===== src/rtl/rca_slice_sequencer.sv =====
// Multi-cycle adder: one SLICE-bit ripple-carry slice reused over WIDTH bits, LSB slice first.
// Latency: done is visible N = WIDTH/SLICE edges after the start-accepting edge.
// Flow control: start is sampled only in IDLE; start in RUN/DONE is dropped, not queued.
module rca_slice_sequencer #(
  parameter int WIDTH = 32,
  parameter int SLICE = 8
) (
  input  logic             clk,
  input  logic             rst,
  input  logic             start,
  input  logic [WIDTH-1:0] a,
  input  logic [WIDTH-1:0] b,
  input  logic             cin,
  output logic             busy,
  output logic             done,
  output logic [WIDTH-1:0] sum,
  output logic             cout
);

  localparam int N  = WIDTH / SLICE;
  localparam int KW = (N > 1) ? $clog2(N) : 1;

  typedef enum logic [1:0] {IDLE, RUN, DONE} state_t;

  state_t           state, state_next;
  logic [KW-1:0]    k;
  logic             carry;
  logic [WIDTH-1:0] op_a, op_b;
  logic [WIDTH-1:0] partial, partial_next;
  logic [SLICE:0]   slice_res;
  logic             last;

  // State register.
  always_ff @(posedge clk) begin
    if (rst) state <= IDLE;
    else     state <= state_next;
  end

  // Next-state and status outputs; busy and done decode disjoint states.
  always_comb begin
    state_next = state;
    busy       = 1'b0;
    done       = 1'b0;
    unique case (state)
      IDLE: if (start) state_next = RUN;
      RUN: begin
        busy = 1'b1;
        if (last) state_next = DONE;
      end
      DONE: begin
        done       = 1'b1;
        state_next = IDLE;
      end
      default: state_next = IDLE;
    endcase
  end

  // Shared slice adder and the partial word with the current slice merged in.
  always_comb begin
    slice_res    = {1'b0, op_a[k*SLICE +: SLICE]} + {1'b0, op_b[k*SLICE +: SLICE]}
                 + {{SLICE{1'b0}}, carry};
    partial_next = partial;
    partial_next[k*SLICE +: SLICE] = slice_res[SLICE-1:0];
    last         = (k == KW'(N - 1));
  end

  // Operand capture, per-slice accumulation, and atomic result load on the last slice.
  always_ff @(posedge clk) begin
    if (rst) begin
      op_a    <= '0;
      op_b    <= '0;
      carry   <= 1'b0;
      k       <= '0;
      partial <= '0;
      sum     <= '0;
      cout    <= 1'b0;
    end else begin
      unique case (state)
        IDLE: begin
          if (start) begin
            op_a    <= a;
            op_b    <= b;
            carry   <= cin;
            k       <= '0;
            partial <= '0;
          end
        end
        RUN: begin
          partial <= partial_next;
          carry   <= slice_res[SLICE];
          k       <= k + KW'(1);
          if (last) begin
            sum  <= partial_next;
            cout <= slice_res[SLICE];
          end
        end
        default: ;
      endcase
    end
  end

endmodule

===== config.mk =====
export PLATFORM = sky130hd
export DESIGN_NAME = rca_slice_sequencer
export DESIGN_NICKNAME = d
export VERILOG_FILES = /design/src/rtl/rca_slice_sequencer.sv
export SDC_FILE = /design/constraint.sdc
export NUM_CORES = 1
export LEC_CHECK = 0
export CAP_MARGIN = 20
export CORE_MARGIN = 2
export CORE_UTILIZATION = 45
export DETAILED_ROUTE_END_ITERATION = 10
export GPL_TIMING_DRIVEN = 0
export PLACE_DENSITY = 0.7
export SYNTH_ARGS = -nofsm -noshare
export SYNTH_HDL_FRONTEND = slang
export SYNTH_SLANG_ARGS = --single-unit

===== constraint.sdc =====
create_clock -name clk -period 3.3 [get_ports clk]
set_input_delay 0.66 -clock clk [delete_from_list [all_inputs] [get_ports clk]]
set_output_delay 0.66 -clock clk [all_outputs]
set_load 0.02 [all_outputs]

# [After elaboration in Yosys (flattened, before gate mapping)]
# Cells that the tools add are included.
[word_totals] output_inout_bits=35 regBits=134 word_cells=39 input_bits=68
[classes] eq_ne=5 reduce_logical=6 shifts=4 add_sub_neg=4 mux=12
[ops] cell="$pmux W32 S2" count=1
[ops] cell="$shiftx A32 B6 Y8" count=2
[ops] cell="$neg A5 Y34" count=1
[ops] cell="$shift A8 B34 Y32 const A" count=1
[ops] cell="$shiftx A8 B34 Y32" count=1
[ops] cell="$bwmux W32" count=1
[ops] cell="$mux W32" count=1
[ops] cell="$add A8 B8 Y9" count=1
[ops] cell="$add A9 B1 Y9" count=1
[ops] cell="$pmux W2 S2" count=2
[ops] cell="$reduce_and A2 Y1" count=4
[ops] cell="$mux W2" count=3
[ops] cell="$eq A2 B2 Y1 const B" count=2
[ops] cell="$ne A2 B2 Y1 const B" count=2
[ops] cell="$mux W1" count=3
[ops] cell="$add A2 B1 Y2 const B" count=1
[ops] cell="$eq A2 B1 Y1 const B" count=1
[ops] cell="$logic_not A2 Y1" count=1
[ops] cell="$pmux W1 S2" count=1
[ops] cell="$reduce_bool A2 Y1" count=1

# [Longest topological paths before layout]
[depth] word_depth=6 ltp_mapped=11

# [Worst setup path before layout]
# Ideal clock, no wire load.
[synth_timing] path_type="reg2reg" from="register k[1]" to="register partial[23]" path_stages_with_launch=9 setup_slack_ns=0.569 t_arrival_ns=2.614 synth_period_minus_slack_ns=2.731 n_path_buf=2 setup_ns=0.117 cell_sequence="dfxtp_1 > clkbuf_1 > buf_1 > mux4_2 > ha_1 > and4_1 > o31ai_2 > nand2_1 > a32o_1"
[synth_via] elab_chain_cells=6
[synth_lines] element="start: declaration" line="26" rtl="logic [KW-1:0] k;"
[synth_lines] element="start signal: assignment" line="91" rtl="k <= k + KW'(1);"
[synth_lines] element="$shiftx A32 B6 Y8" line="60" rtl="slice_res = {1'b0, op_a[k*SLICE +: SLICE]} + {1'b0, op_b[k*SLICE +: SLICE]}"
[synth_lines] element="$add A8 B8 Y9" line="60"
[synth_lines] element="$add A9 B1 Y9" line="61" rtl="+ {{SLICE{1'b0}}, carry};"
[synth_lines] element="$shiftx A8 B34 Y32" line="63" rtl="partial_next[k*SLICE +: SLICE] = slice_res[SLICE-1:0];"
[synth_lines] element="$bwmux W32 (*)" line="63"
[synth_lines] element="$pmux W32 S2 (*)" line="78" rtl="unique case (state)"
[synth_lines] element="end signal: assignment" line="89" rtl="partial <= partial_next;"
[synth_lines] element="end: declaration" line="29" rtl="logic [WIDTH-1:0] partial, partial_next;"
# Mark *: on every way between the ends. The rest lies on a longest branch, timed or not.
# A chain may end at the register's enable or synchronous reset.

# [Final worst setup path]
[layout_timing] from="register k[0]" to="register partial[3]"
# The elaborated chain is that of the path after synthesis.

==> flow_metrics.env <==
export IMPL_status="completed"
export IMPL_rsz0062_at_grt="no"
export IMPL_timing_rr_end="partial[3]"
export IMPL_synthCells=671
export IMPL_rrSetupSlack_ns=0.09
export IMPL_syn_num_nets=754
export IMPL_hp_start="op_b[16]"
export IMPL_dpl_worst_slack_ns=-0.254
export IMPL_firstDrtPassIters=5
export IMPL_grt_total_usage=0.249
export IMPL_synth_adder_area_share=0.0348
export IMPL_ys_seq_area_frac=0.461
export IMPL_path_cells="buf_6 > mux4_2 > fa_1 > a21o_1 > a21oi_1 > xor2_1 > o21ai_0"
export IMPL_wl_um=16900
export IMPL_whs_path_depth=2
export IMPL_grt_pass1_wl_um=27200
export IMPL_drt_iter0_markers=370
export IMPL_synth_seq_cells=134
export IMPL_ys_flop_type="dfxtp_1"
export IMPL_synth_top_area_frac=0.461
export IMPL_critPathLaunchType="register"
export IMPL_antenna_found_initial=0
export IMPL_syn_to_final_growth_pct=32.0
export IMPL_synth_cell_types=54
export IMPL_synth_edf_count=0
export IMPL_drive_gt1_frac=0.101
export IMPL_antenna_cells=0
export IMPL_synth_xor_area_share=0.00882
export IMPL_rr_startpoint="k[0]"
export IMPL_worstSkewPairLatency_ns=0.42
export IMPL_gr_total_overflow=0
export IMPL_cp_required_ns=3.56
export IMPL_fillers=1147
export IMPL_ir_worst_vdd_uv=351
export IMPL_drc=0
export IMPL_grt_pass1_vias=5237
export IMPL_gp_congestion=0.936
export IMPL_dpl_hpwl_um=12300
export IMPL_core_area_mm2=0.0126
export IMPL_start_util=0.461
export IMPL_rr_worst_depth=7
export IMPL_maxSlewHeadroom=0.460
export IMPL_fin_worst_skew_ns=0.00712
export IMPL_cp_arrival_ns=3.46
export IMPL_p_leak_uw=0.00283
export IMPL_clockBufferDepth=2
export IMPL_yosys_top_cells_area="dfxtp_1, nand2_1, a21oi_1"
export IMPL_cts_htree_levels=4
export IMPL_synth_top_area_cell="dfxtp_1"
export IMPL_syn_area_per_cell_um2=8.67
export IMPL_placedInstanceArea_mm2=0.00704
export IMPL_die_w_um=118
export IMPL_synth_compound_area_frac=0.194
export IMPL_cts_root_buf="clkbuf_16"
export IMPL_synth_top_family_by_area="compound AO/OA/AOI/OAI gates"
export IMPL_syn_area_mm2=0.00582
export IMPL_rows=41
export IMPL_fin_crit_sh=0.973
export IMPL_hold_class="reg2reg"
export IMPL_clk_pin_slew_ns=0.06
export IMPL_setup_viol=0
export IMPL_num_io_pins=103
export IMPL_hold_path_end="op_b[16]"
export IMPL_worst_slew_pin_slew_ns=0.802
export IMPL_ant_nets=0
export IMPL_hold_viol_final=0
export IMPL_setup_slack_ns=0.0903
export IMPL_synthSimpleGateAreaFrac=0.187
export IMPL_cp_max_fo=10
export IMPL_async_reset_ff_frac=0
export IMPL_crit_type="reg2reg"
export IMPL_vias_per_cell=5.51
export IMPL_slew_viol_final=0
export IMPL_cts_tree="yes"
export IMPL_final_area_mm2=0.00768
export IMPL_crit_path_end_kind="register"
export IMPL_clock_sinks=134
export IMPL_powerDensity_mw_per_mm2=540
export IMPL_muxShareOfSynthArea=0.0688
export IMPL_nets=874
export IMPL_cpMaxStageDelayCell="xor2_1"
export IMPL_grt_max_degree=17
export IMPL_vias=5376
export IMPL_fmax_ghz=0.312
export IMPL_die_h_um=118
export IMPL_io_buffers=101
export IMPL_finish_utilization=0.608
export IMPL_postCtsSetupRepairBufs=0
export IMPL_die_area_mm2=0.0139
export IMPL_cts_buffers=17
export IMPL_maxCapViolCount=0
export IMPL_layout_min_cycle_time_ns=3.21
export IMPL_yosys_warnings=0
export IMPL_slowest_delay_ns=0.66
export IMPL_routedWlPerCell_um=17.3
==> worst max-delay path: cells and delay by family (launching register included) <==
kind	cells	cell delay (ns)
AOI/OAI and AO/OA	3	0.73
xor gates and xnor gates	1	0.66
muxes	1	0.57
DFF	1	0.43
adders and majority gates	1	0.42
buffers and inverters	1	0.22
==> worst max path at each step <==
stage	start	to	slack, ns
2_1_floorplan	k[1]	partial[23]	0.57
3_3_place_gp	k[1]	sum[7]	-0.14
3_5_place_dp	k[1]	partial[20]	-0.25
4_1_cts	k[1]	sum[7]	0.003
5_1_grt	k[0]	partial[3]	0.01
6_report	k[0]	partial[3]	0.09
==> per-stage QoR <==
| step | total power, uW | setup TNS, ns | hold WS (ns) | std cells |
|---|---|---|---|---|
| after detailed placement | 2260 | -6.40 | 0.441 | 944 |
| after global placement | 2250 | -3.11 | 0.427 | 944 |
| final | 4150 | 0 | 0.454 | 976 |
| after CTS | 4140 | 0 | 0.454 | 976 |
| after global routing | 4290 | 0 | 0.468 | 976 |
| after floorplan | 2050 | 0 | 0.417 | 671 |
==> cell type report <==
cell class,instances,area (um^2),share of cell area
Sequential cell,134,2680,0.349
Multi-Input combinational cell,476,2900,0.378
Inverter,16,60.1,0.00782
Timing Repair Buffer,101,1010,0.132
Buffer,45,214,0.0279
Tap cell,172,215,0.0280
Clock inverter,11,124,0.0161
Clock buffer,21,470,0.0613
==> repair_timing <==
action,in CTS,in global routing
hold buffers,0,0
endpoints found under the setup margin,34,39
gates resized for setup,3,8
==> registers in the layout, indices dropped and copies added, names as in the netlist <==
register / count
state: 2
k: 2
carry: 1
op_b: 32
sum: 32
op_a: 32
partial: 32
cout: 1
==> cell usage in the layout, fill, tap and decap left out, types with 3 or more instances in the layout <==
master           count
nor3_1              14
nor2b_1              3
buf_2               11
o21ai_0             18
clkbuf_8             3
o32ai_1              3
ha_1                13
clkbuf_16           17
nand2_1            153
a21o_1               6
clkbuf_1            25
o221a_2              4
nor4_1               5
a21oi_1             87
and3_1              10
a22oi_1             13
o22ai_1             10
buf_1                3
clkinv_2             3
a32o_1               3
nand3_1              5
dfxtp_1            134
mux2i_1              4
nor2_1              51
a211o_1              4
mux4_2              16
a22o_1               5
o2bb2ai_1           10
buf_4                4
clkinvlp_4           3
inv_1               15
o21ai_1              3
clkdlybuf4s50_1    101
==> layer usage <==
| layer | global-route usage | part of all wire |
|---|---|---|
| met4 | 0.100 | 0.028 |
| met1 | 0.307 | 0.41 |
| met5 | 0 | 0 |
| met3 | 0.0552 | 0.074 |
| met2 | 0.422 | 0.49 |
==> Yosys cell counts, types with 2 or more instances <==
| cell type | number |
|---|---|
| a32o_1 | 3 |
| o2111ai_1 | 2 |
| o21ai_1 | 3 |
| inv_1 | 15 |
| nand2_1 | 154 |
| a31oi_1 | 2 |
| o2bb2ai_1 | 10 |
| and3_1 | 10 |
| nor2_1 | 51 |
| xor2_1 | 2 |
| a22o_1 | 5 |
| buf_4 | 6 |
| nor3_1 | 14 |
| and2_1 | 2 |
| buf_2 | 10 |
| buf_1 | 4 |
| o21ai_0 | 18 |
| o22ai_1 | 10 |
| nor2b_1 | 4 |
| nand2b_1 | 2 |
| clkbuf_1 | 25 |
| xnor2_1 | 2 |
| a22oi_1 | 13 |
| a21oi_1 | 88 |
| dfxtp_1 | 134 |
| a211o_1 | 4 |
| nor4_1 | 5 |
| nor3_2 | 2 |
| o32ai_1 | 3 |
| o221a_2 | 4 |
| mux4_2 | 16 |
| a21o_1 | 6 |
| ha_1 | 13 |
| mux2i_1 | 4 |
| fa_1 | 2 |
| nand3_1 | 5 |
==> kinds of logic after synthesis <==
group,count (synthesis)
AOI/OAI and AO/OA,179
and+or+nand+nor,257
xor gates and xnor gates,5
DFF,134
adders and majority gates,15
buffers and inverters,61
muxes,20
==> power by group <==
part	switching (uW)	leakage (uW)	internal, uW	total (uW)
clock	728	0.000285	1170	1900
combinational	320	0.00146	221	541
sequential	31.1	0.00109	1670	1710
total	1080	0.00283	3070	4150
No activity file was read; power rests on OpenSTA's default activity.
